`config.mk`:
```
export PLATFORM = sky130hd
export DESIGN_NAME = palette_color_mapper
export DESIGN_NICKNAME = d
export VERILOG_FILES = /design/src/rtl/palette_color_mapper_pkg.sv /design/src/rtl/palette_color_mapper_palette_ram.sv /design/src/rtl/palette_color_mapper.sv
export SDC_FILE = /design/constraint.sdc
export NUM_CORES = 1
export LEC_CHECK = 0
export ABC_AREA = 1
export ABC_CLOCK_PERIOD_IN_PS = 2200
export CAP_MARGIN = 25
export CORE_MARGIN = 2
export CORE_UTILIZATION = 45
export CTS_CLUSTER_DIAMETER = 200
export DETAILED_ROUTE_END_ITERATION = 12
export GPL_ROUTABILITY_DRIVEN = 0
export HOLD_SLACK_MARGIN = 0.03
export SLEW_MARGIN = 20
export SYNTH_ARGS = -nofsm -noshare
export SYNTH_HDL_FRONTEND = slang
export SYNTH_HIERARCHICAL = 1
export SYNTH_SLANG_ARGS = --single-unit
```
`constraint.sdc`:
```
create_clock -name axi_aclk -period 2.2 [get_ports axi_aclk]
set_clock_uncertainty 0.1 [all_clocks]
set_input_delay 0.33 -clock axi_aclk [delete_from_list [all_inputs] [get_ports axi_aclk]]
set_output_delay 0.33 -clock axi_aclk [all_outputs]
set_load 0.01 [all_outputs]
```
`src/rtl/palette_color_mapper_pkg.sv`:
```
// Shared types for the palette colour mapper: RGB pixel struct and
// default sizing, plus the packed {R,G,B} write-word unpacker.
package color_mapper_pkg;

    localparam int CM_COLOR_W   = 4;
    localparam int CM_PAL_DEPTH = 16;

    typedef struct packed {
        logic [CM_COLOR_W-1:0] r;
        logic [CM_COLOR_W-1:0] g;
        logic [CM_COLOR_W-1:0] b;
    } rgb_t;

    function automatic rgb_t rgb_unpack(input logic [3*CM_COLOR_W-1:0] wdata);
        rgb_t v;
        v.r = wdata[3*CM_COLOR_W-1:2*CM_COLOR_W];
        v.g = wdata[2*CM_COLOR_W-1:CM_COLOR_W];
        v.b = wdata[CM_COLOR_W-1:0];
        return v;
    endfunction

endpackage

```
`src/rtl/palette_color_mapper_palette_ram.sv`:
```
// Palette store: one synchronous write port and one registered read port
// that returns the pre-write word when both hit the same address.
module palette_ram
    import color_mapper_pkg::*;
#(
    parameter int DEPTH = CM_PAL_DEPTH,
    parameter int AW    = $clog2(DEPTH)
) (
    input  logic          clk,
    input  logic          rst_n,
    input  logic          we,
    input  logic [AW-1:0] waddr,
    input  rgb_t          wdata,
    input  logic          re,
    input  logic [AW-1:0] raddr,
    output rgb_t          rdata
);

    localparam logic [AW:0] LIMIT = (AW+1)'(DEPTH);

    rgb_t r_mem [DEPTH];
    rgb_t r_rdata;
    logic w_wr_ok;
    logic w_rd_ok;

    assign w_wr_ok = we & ({1'b0, waddr} < LIMIT);
    assign w_rd_ok = re & ({1'b0, raddr} < LIMIT);

    // Contents are deliberately not reset; writes are held off in reset.
    always_ff @(posedge clk) begin
        if (rst_n && w_wr_ok) begin
            r_mem[waddr] <= wdata;
        end
    end

    always_ff @(posedge clk) begin
        if (!rst_n) begin
            r_rdata <= '0;
        end else if (w_rd_ok) begin
            r_rdata <= r_mem[raddr];
        end else begin
            r_rdata <= '0;
        end
    end

    assign rdata = r_rdata;

endmodule

```
`src/rtl/palette_color_mapper.sv`:
```
// Two-stage glyph-to-RGB palette mapper with invert and sideband alignment.
// Attribute blink is built only when PALETTE_COLOR_MAPPER_BLINK_EN is defined.
module palette_color_mapper
    import color_mapper_pkg::*;
#(
    parameter int COLOR_W      = CM_COLOR_W,
    parameter int PAL_DEPTH    = CM_PAL_DEPTH,
    parameter int IDX_W        = $clog2(PAL_DEPTH),
    parameter int BLINK_FRAMES = 30,
    parameter int SYNC_W       = 3
) (
    input  logic                 axi_aclk,
    input  logic                 axi_aresetn,
    input  logic                 pix_valid,
    input  logic                 pixel_data,
    input  logic                 invert,
    input  logic                 blink,
    input  logic [IDX_W-1:0]     fg_idx,
    input  logic [IDX_W-1:0]     bg_idx,
    input  logic [SYNC_W-1:0]    sync_in,
    input  logic                 frame_start,
    input  logic                 pal_we,
    input  logic [IDX_W-1:0]     pal_waddr,
    input  logic [3*COLOR_W-1:0] pal_wdata,
    output logic [COLOR_W-1:0]   red,
    output logic [COLOR_W-1:0]   green,
    output logic [COLOR_W-1:0]   blue,
    output logic [SYNC_W-1:0]    sync_out,
    output logic                 pix_valid_out
);

    logic              r_s1_valid;
    logic [IDX_W-1:0]  r_s1_idx;
    logic [SYNC_W-1:0] r_s1_sync;
    logic              r_s2_valid;
    logic [SYNC_W-1:0] r_s2_sync;
    logic              w_hide;
    logic              w_eff;
    rgb_t              w_wdata;
    rgb_t              w_rgb;

`ifdef PALETTE_COLOR_MAPPER_BLINK_EN
    localparam int CNT_W = $clog2(BLINK_FRAMES + 1);

    logic [CNT_W-1:0] r_blink_cnt;
    logic             r_blink_phase;
    logic             w_wrap;

    assign w_wrap = (r_blink_cnt == CNT_W'(BLINK_FRAMES - 1));

    always_ff @(posedge axi_aclk) begin
        if (!axi_aresetn) begin
            r_blink_cnt   <= '0;
            r_blink_phase <= 1'b0;
        end else if (frame_start) begin
            r_blink_cnt <= w_wrap ? '0 : r_blink_cnt + 1'b1;
            if (w_wrap) begin
                r_blink_phase <= ~r_blink_phase;
            end
        end
    end

    assign w_hide = blink & r_blink_phase;
`else
    logic w_unused_blink;

    assign w_hide         = 1'b0;
    assign w_unused_blink = blink ^ frame_start ^ (BLINK_FRAMES > 0);
`endif

    // Hidden glyph bits fall back to background; invert then swaps roles.
    assign w_eff = (pixel_data & ~w_hide) ^ invert;

    always_ff @(posedge axi_aclk) begin
        if (!axi_aresetn) begin
            r_s1_valid <= 1'b0;
            r_s1_idx   <= '0;
            r_s1_sync  <= '0;
        end else begin
            r_s1_valid <= pix_valid;
            r_s1_idx   <= w_eff ? fg_idx : bg_idx;
            r_s1_sync  <= sync_in;
        end
    end

    always_ff @(posedge axi_aclk) begin
        if (!axi_aresetn) begin
            r_s2_valid <= 1'b0;
            r_s2_sync  <= '0;
        end else begin
            r_s2_valid <= r_s1_valid;
            r_s2_sync  <= r_s1_sync;
        end
    end

    assign w_wdata = rgb_unpack(pal_wdata);

    // The palette read register doubles as the S2 RGB register.
    palette_ram #(
        .DEPTH (PAL_DEPTH),
        .AW    (IDX_W)
    ) u_pal (
        .clk   (axi_aclk),
        .rst_n (axi_aresetn),
        .we    (pal_we),
        .waddr (pal_waddr),
        .wdata (w_wdata),
        .re    (r_s1_valid),
        .raddr (r_s1_idx),
        .rdata (w_rgb)
    );

    assign red           = w_rgb.r;
    assign green         = w_rgb.g;
    assign blue          = w_rgb.b;
    assign sync_out      = r_s2_sync;
    assign pix_valid_out = r_s2_valid;

endmodule
```
Word-level counts from Yosys, hierarchy flattened
Memories as Yosys holds them, arrays and structs flattened. A register that Yosys moved wholly into a read port is not among the register bits.
Index checks and enable logic that the tools add are counted.
{ "totals": {"n_memories": 1, "out_inout_bits": 16, "reg_bits": 12, "ram_bits": 192} }
{ "classes": {"bitwise": 1, "reduce_logical": 3, "mux": 3} }
{ "mem_list": {"columns": ["memory", "words", "word_bits", "read_ports", "rd_ports_with_merged_regs", "write_ports", "line", "source"], "rows": [
  ["u_pal.r_mem", 16, 12, 1, 1, 1, "palette_color_mapper_palette_ram.sv:21", "rgb_t r_mem [DEPTH];"]
]} }
{ "ops": {"columns": ["operator", "count"], "rows": [
  ["2-to-1 mux 4 bit", 1],
  ["2-to-1 mux 1 bit", 2],
  ["AND reduction 2 bit", 1],
  ["logical AND 1 bit", 1],
  ["logical NOT 1 bit", 1],
  ["XOR 1 bit", 1]
]} }

Logic depth before layout (Yosys ltp)
Gate-level depths: netlist of run 1.
{ "depth": {"word_depth": 3, "ltp_mapped": 9, "depth_no_buf": 7} }

By module
The synthesis of run 1 kept the hierarchy.
{ "modules_own_cells": {"columns": ["mod", "seq_area_each_um2", "n_inst", "cells_per_inst", "area_per_inst_um2"], "rows": [
  ["palette_ram", 6005.8, 1, 795, 8468.1],
  ["palette_color_mapper", 240.2, 1, 56, 416.6]
]} }

Worst setup path before layout of run 1
OpenSTA, ideal clock, no wires.
{ "synth_path": {"kind": "in2reg", "start": "in axi_aresetn", "end": "mem u_pal/r_mem[10][0] in the netlist's numbering (enable)", "n_path_buf": 0, "stages": 4, "setup_slack_ns": 0.594, "arrival_ns": 1.125, "setup_time_ns": 0.380, "path_cell_list": "nand2_1 > inv_1 > nand3_1 > nor2_1"} }
{ "synth_via": {"elab_chain_cells": 3} }
{ "synth_rtl": {"columns": ["item", "line", "source"], "rows": [
  ["start: declaration", "palette_color_mapper.sv:13", "input logic axi_aresetn,"],
  ["logical AND 1 bit", "palette_color_mapper_palette_ram.sv:31", "if (rst_n && w_wr_ok) begin"],
  ["2-to-1 mux 1 bit", "palette_color_mapper_palette_ram.sv:31", null],
  ["2-to-1 mux 1 bit (not written as such)", "palette_color_mapper_palette_ram.sv:32", "r_mem[waddr] <= wdata;"],
  ["end: declaration", "palette_color_mapper_palette_ram.sv:21", null]
]} }
Every way passes these cells.

Worst setup path after layout of run 1
{ "layout_path": {"start": "reg u_pal.r_rdata (netlist bit u_pal/rdata[0])", "end": "out blue[0]"} }
{ "layout_lines": {"columns": ["item", "line", "source"], "rows": [
  ["start: declaration", "palette_color_mapper_palette_ram.sv:22", "rgb_t r_rdata;"],
  ["start signal: assignment", "palette_color_mapper_palette_ram.sv:40", "r_rdata <= r_mem[raddr];"],
  ["end: declaration", "palette_color_mapper.sv:27", "output logic [COLOR_W-1:0] blue,"]
]} }
No word-level cell between the ends.

==> results of run 1 <==
-- stage by stage --
step                setup slack (ns)  utilization (%)  area, sq um  power [W]
floorplan                      0.594                -         8880    0.00503
global placement               0.251             50.7         9840    0.00532
detailed placement             0.245             50.7         9840    0.00533
CTS                            0.309             54.4        10500    0.00891
global route                   0.309             54.4        10500    0.00914
finish                         0.324             54.4        10500    0.00885
-- final cells by class --
cell class | instances | area share, %
multi-input combinational | 477 | 18.6
clock buffer | 34 | 6.14
tap | 265 | 3.14
inverter | 118 | 4.20
clock inverter | 6 | 0.522
sequential | 216 | 59.3
timing repair buffer | 84 | 8.07
-- where the power goes --
group	internal (W)	total [W]	switching, W
logic	0.000239	0.000688	0.000449
clock network	0.00214	0.00362	0.00148
registers	0.00453	0.00455	0.0000197
total	0.00690	0.00885	0.00195
-- cell usage in the layout, fill, tap and decap left out --
cell and count:
nand3_1 126, clkdlybuf4s50_1 48, edfxtp_1 192, clkbuf_8 3, clkinv_2 5, dfxtp_1 22, clkbuf_16 23, nand2_2 1
inv_1 117, nand2_1 312, buf_4 28, dfxtp_2 1, dfxtp_4 1, buf_12 8, a21oi_1 12, clkbuf_1 8
nor2_1 26, bufinv_16 1, inv_2 1
-- sequential cells by signal, summed over array words and instances (netlist names) --
name,cells
u_pal/rdata,12
sync_out,3
r_s1_idx,4
r_s1_sync,3
pix_valid_out,1
u_pal/r_mem,192
r_s1_valid,1
-- cell families after synthesis --
group,after synthesis
and+or+nand+nor,465
DFF,216
buffers and inverters,158
AOI/OAI and AO/OA,12
-- worst paths after layout --
check / start / endpoint / slack, ns / cells after the start
setup reg to reg: r_s1_idx[0]$_SDFF_PN0_ / u_pal/rdata[7]$_SDFF_PN0_ / 0.50 / 8
hold / removal: sync_in[2] / r_s1_sync[2]$_SDFF_PN0_ / 0.26 / 3
hold reg to reg: r_s1_sync[1]$_SDFF_PN0_ / sync_out[1]$_SDFF_PN0_ / 0.31 / 2
setup / recovery: u_pal/rdata[0]$_SDFF_PN0_ / blue[0] / 0.32 / 1
-- per-layer routing --
metal / track usage, % / vias to the layer above / part of all wire [%]
met4: 6.18 / 0 / 3.0
met2: 30.5 / 176 / 45
met1: 28.2 / 2679 / 46
met5: 0 / - / 0
met3: 2.91 / 44 / 5.8
li1: - / 2886 / -
-- tightest hold or removal path, stage by stage --
cell and delay [ns]:
clkdlybuf4s50_1 0.39, nand2_1 0.06, inv_1 0.03
-- Yosys cell counts --
master / n / area, sq um
nand2_1: 312 / 1170
edfxtp_1: 192 / 5770
clkbuf_1: 4 / 15.0
dfxtp_1: 24 / 480
nand2_2: 1 / 6.26
buf_4: 3 / 22.5
nor2_1: 26 / 97.6
buf_2: 19 / 95.1
inv_1: 117 / 439
a21oi_1: 12 / 60.1
inv_2: 1 / 3.75
nand3_1: 126 / 631
buf_6: 6 / 67.6
buf_1: 8 / 30.0
==> results.json, run 1 <==
{
  "cts_tree": "built",
  "fin_setup_tns_ns": 0,
  "critPathMaxFanout": 1,
  "dpl.hpwl_mm": 11.5,
  "drive_gt1_share_pct": 7.70,
  "slew_headroom_pct": 55.8,
  "crit_buf_inv": 1,
  "postSynthAreaPerCell_sq_um": 10.4,
  "critPathArrivalTime_ns": 1.45,
  "post_cts_buffers": 0,
  "fin_crit_ns": 1.88,
  "synth_mux_area_share_pct": 0,
  "cts_root_buf": "clkbuf_16",
  "worstMarginPinSlew_ns": 0.662,
  "cts_max_level": 1,
  "path_cells": "clkdlybuf4s50_1",
  "netlist_instances": 851,
  "n_antenna_cell": 0,
  "powerDensity_nw_per_um2": 840,
  "synth_nets": 886,
  "core_area_sq_um": 19400,
  "grt_max_degree": 97,
  "fmax_ghz": 0.533,
  "antenna_left": 0,
  "slew_viol_final": 0,
  "antenna_found_initial": 0,
  "worst-setup-path-type": "flip-flop to primary output",
  "crit_path_end_kind": "primary output",
  "drv_cap": 0,
  "hold_viol": 0,
  "fin_cells": 1200,
  "timing.hold.ws_ns": 0.256,
  "cts_num_sinks": 216,
  "clockBufferDepth": 3,
  "synth_xor_xnor_area_share_pct": 0,
  "syn_to_final_growth_pct": 18.7,
  "ys_ff_latch": 216,
  "cp.required_ns": 1.77,
  "cts_hold_buf": 0,
  "final.period_utilization_pct": 85.3,
  "wire_per_inst_um": 16.4,
  "drt_iter0_markers": 445,
  "synthAdderAreaFrac_pct": 0,
  "status": "complete, no violations",
  "grt_overflow_total": 0,
  "yosys.area_share.simple_pct": 21.4,
  "fillers": 1729,
  "track_usage_pct": 19.5,
  "p_leak_nw": 4.40,
  "yosysSeqAreaShare_pct": 70.3,
  "multiInputGateArea_sq_um": 1970,
  "floorplan.initialDensity_pct": 45.8,
  "place_inst": 1160,
  "rows": 51,
  "die_w_um": 145,
  "io_buffers": 48,
  "nets": 954,
  "clk_pin_slew_worst_paths_ns": 0.06,
  "synthesis.area_sq_um": 8880,
  "yosysUniqueCellTypes": 14,
  "die_area_sq_um": 20900,
  "startpoint_type": "flip-flop",
  "ys_warn_count": 6,
  "synth_top_family_by_area": "simple AND/OR/NAND/NOR gates",
  "synth_compound_area_share_pct": 0.676,
  "setup_viol": 0,
  "numCtsBuffers": 22,
  "cts_resized": 0,
  "ios": 51,
  "via_count": 5785,
  "hp-class": "input pin to flip-flop",
  "grt_pass1_vias": 5393,
  "die_h_um": 145,
  "slowest_delay_ns": 0.56,
  "first_pass_iters": 8,
  "clk_latency_ns": 0.50,
  "cp_top_family": "buffers and inverters",
  "drcViolationCount": 0,
  "grt_pass1_wl_mm": 30.3,
  "finalWirelength_mm": 19.7,
  "ff_latch_area_sq_um": 6250,
  "rsz0062_at_grt": "no",
  "cpMaxStageDelayCell": "clkdlybuf4s50_1",
  "viasPerCell": 4.82,
  "peakVddDrop_uv": 587
}
Note: power is estimated with default switching activity, not from simulation.
==> run 2, diff against run 1 <==
CTS_CLUSTER_DIAMETER = not set   (was 200)
DONT_BUFFER_PORTS = 1   (was not set)
==> run 2 against run 1 <==
Compared with the run above:
- core utilization fell by 1.4 points
- die area did not move
- clock-buffer cell count fell by 2
- sequential power barely moved
- non-clock buffer count fell by 24
- fmax rose by 1.8%
- sequential share of layout area rose by 1.6 points
- final area fell by 2.7%
- combinational power fell by 8.9%
- first-iteration DRC count rose by 24%
- flip-flop and latch count did not move
- worst setup slack improved by 0.033 ns
==> results.json, run 2 (same netlist as run 1, synthesis figures left out) <==
{
  "status": "complete, no violations",
  "comb_power_share_pct": 7.1,
  "p_leak_nw": 4.31,
  "first_pass_iters": 5,
  "placed_area_sq_um": 9260,
  "final.period_utilization_pct": 83.8,
  "cp.depth": 8,
  "multiInputGateArea_sq_um": 1970,
  "stdcell_area_sq_um": 10300,
  "finalWirelength_mm": 20.2,
  "ff_latch_area_sq_um": 6250,
  "cts_root_buf": "clkbuf_16",
  "wire_per_inst_um": 17.2,
  "cpMaxStageDelayCell": "buf_4",
  "syn_to_final_growth_pct": 15.5,
  "nets": 931,
  "powerDensity_nw_per_um2": 858,
  "clkPwrFrac_pct": 41.2,
  "cts_num_sinks": 216,
  "antenna_found_initial": 1,
  "setup_viol": 0,
  "die_w_um": 145,
  "top_register": "u_pal/r_mem",
  "final_cell_mix": "nand2_1, edfxtp_1, nand3_1, inv_1, dlygate4sd3_1",
  "hold_viol": 0,
  "grt_pass1_wl_mm": 30.8,
  "largest_register_ffs": 192,
  "cts_max_level": 1,
  "die_area_sq_um": 20900,
  "power_w": 0.00881,
  "drcViolationCount": 0,
  "cts_tree": "built",
  "ios": 51,
  "clockBufferDepth": 3,
  "clk_latency_ns": 0.50,
  "slew_viol_final": 0,
  "grt_overflow_total": 0,
  "core_area_sq_um": 19400,
  "grt.met1_usage_pct": 30.3,
  "grt_most_used_layer": "met2",
  "drv_cap": 0,
  "floorplan.initialDensity_pct": 45.8,
  "dpl.hpwl_mm": 11.0,
  "fin_cells": 1176,
  "critPathArrivalTime_ns": 2.12,
  "peakVddDrop_uv": 455,
  "startpoint_type": "flip-flop",
  "grt_use_met3_pct": 3.08,
  "switching_share_pct": 21.7,
  "hp-class": "input pin to flip-flop",
  "fmax_ghz": 0.543,
  "fin_setup_tns_ns": 0,
  "power_frac_seq_pct": 51.7,
  "fin_crit_ns": 1.84,
  "io_buffers": 0,
  "r2r_cells": 8,
  "crit_buf_inv": 2,
  "clk_pin_slew_worst_paths_ns": 0.06,
  "place_inst": 1107,
  "p_int_w": 0.00689,
  "fillers": 1699,
  "crit_path_end_kind": "flip-flop",
  "post_cts_buffers": 0,
  "numCtsBuffers": 23,
  "slew_headroom_pct": 53.8,
  "die_h_um": 145,
  "cts_hold_buf": 29,
  "drive_gt1_share_pct": 7.25,
  "min_delay_path_depth": 3,
  "track_usage_pct": 20.2,
  "cts_resized": 0,
  "slowest_delay_ns": 0.39,
  "gr-usage-met2_pct": 31.7,
  "path_cells": "inv_2, buf_4, nand2_1, nand2_1, nand2_1, nand3_1, nand3_1, a21oi_1",
  "drt_iter0_markers": 552,
  "grt_max_degree": 79,
  "rows": 51,
  "path_common_cell": "nand2_1",
  "timing.hold.ws_ns": 0.276,
  "critPathMaxFanout": 30,
  "grt_pass1_vias": 5290,
  "rsz0062_at_grt": "no",
  "worstMarginPinSlew_ns": 0.691,
  "p_switching_w": 0.00191,
  "antenna_left": 0,
  "final_common_cell": "nand2_1",
  "cp_top_family": "buffers and inverters",
  "cp.required_ns": 2.48,
  "via_count": 5718,
  "viasPerCell": 4.86,
  "worst-setup-path-type": "flip-flop to flip-flop"
}
-- run 2: cell types whose count changed in the layout (fill, tap and decap cells not counted), sizes merged --
cell	change
diode	+1
dlygate4sd3	+29
clkdlybuf4s50	-48
clkbuf	-2
buf	-5
clkinv	+1
-- run 2: per-stage QoR --
step                      utilization [%]  worst slack, ns
final                                52.9            0.357
after detailed placement             47.7            0.356
after global routing                 52.9            0.181
after global placement               47.7            0.379
after CTS                            52.9            0.337
after floorplan                         -            0.594
-- run 2: worst paths after layout --
path | startpoint | endpoint | slack, ns
setup / recovery | r_s1_idx[0]$_SDFF_PN0_ | u_pal/rdata[10]$_SDFF_PN0_ | 0.36
hold / removal | pal_waddr[0] | u_pal/r_mem[13][0]$_DFFE_PP_ | 0.28
setup reg to reg | r_s1_idx[0]$_SDFF_PN0_ | u_pal/rdata[10]$_SDFF_PN0_ | 0.36
hold reg to reg | r_s1_sync[2]$_SDFF_PN0_ | sync_out[2]$_SDFF_PN0_ | 0.31
-- run 2: area by class of cell --
cell class	instances	area share, %
diodes	1	0.0244
clock buffers	32	6.33
clock inverters	7	0.585
inverters	118	4.32
multi-input cells	477	19.2
flip-flops and latches	216	60.9
well taps	265	3.23
repair buffers	60	5.46
-- run 2: power by group through the flow --
stage | combinational (W) | sequential, W | clock, W
6_report | 0.000627 | 0.00455 | 0.00363
5_1_grt | 0.000706 | 0.00456 | 0.00383
4_1_cts | 0.000631 | 0.00455 | 0.00367
3_5_place_dp | 0.000536 | 0.00464 | 0
3_3_place_gp | 0.000531 | 0.00464 | 0
2_1_floorplan | 0.000396 | 0.00463 | 0
-- run 2: layer usage --
metal | wire length, um | vias to the layer above
li1 | - | 2847
met3 | 1030 | 25
met5 | 0 | -
met4 | 319 | 0
met1 | 9600 | 2688
met2 | 9240 | 158
-- run 2: worst min-delay path, cell delays in order --
cell and delay [ns]:
nand2_1 0.11, nor2_1 0.09, buf_4 0.17
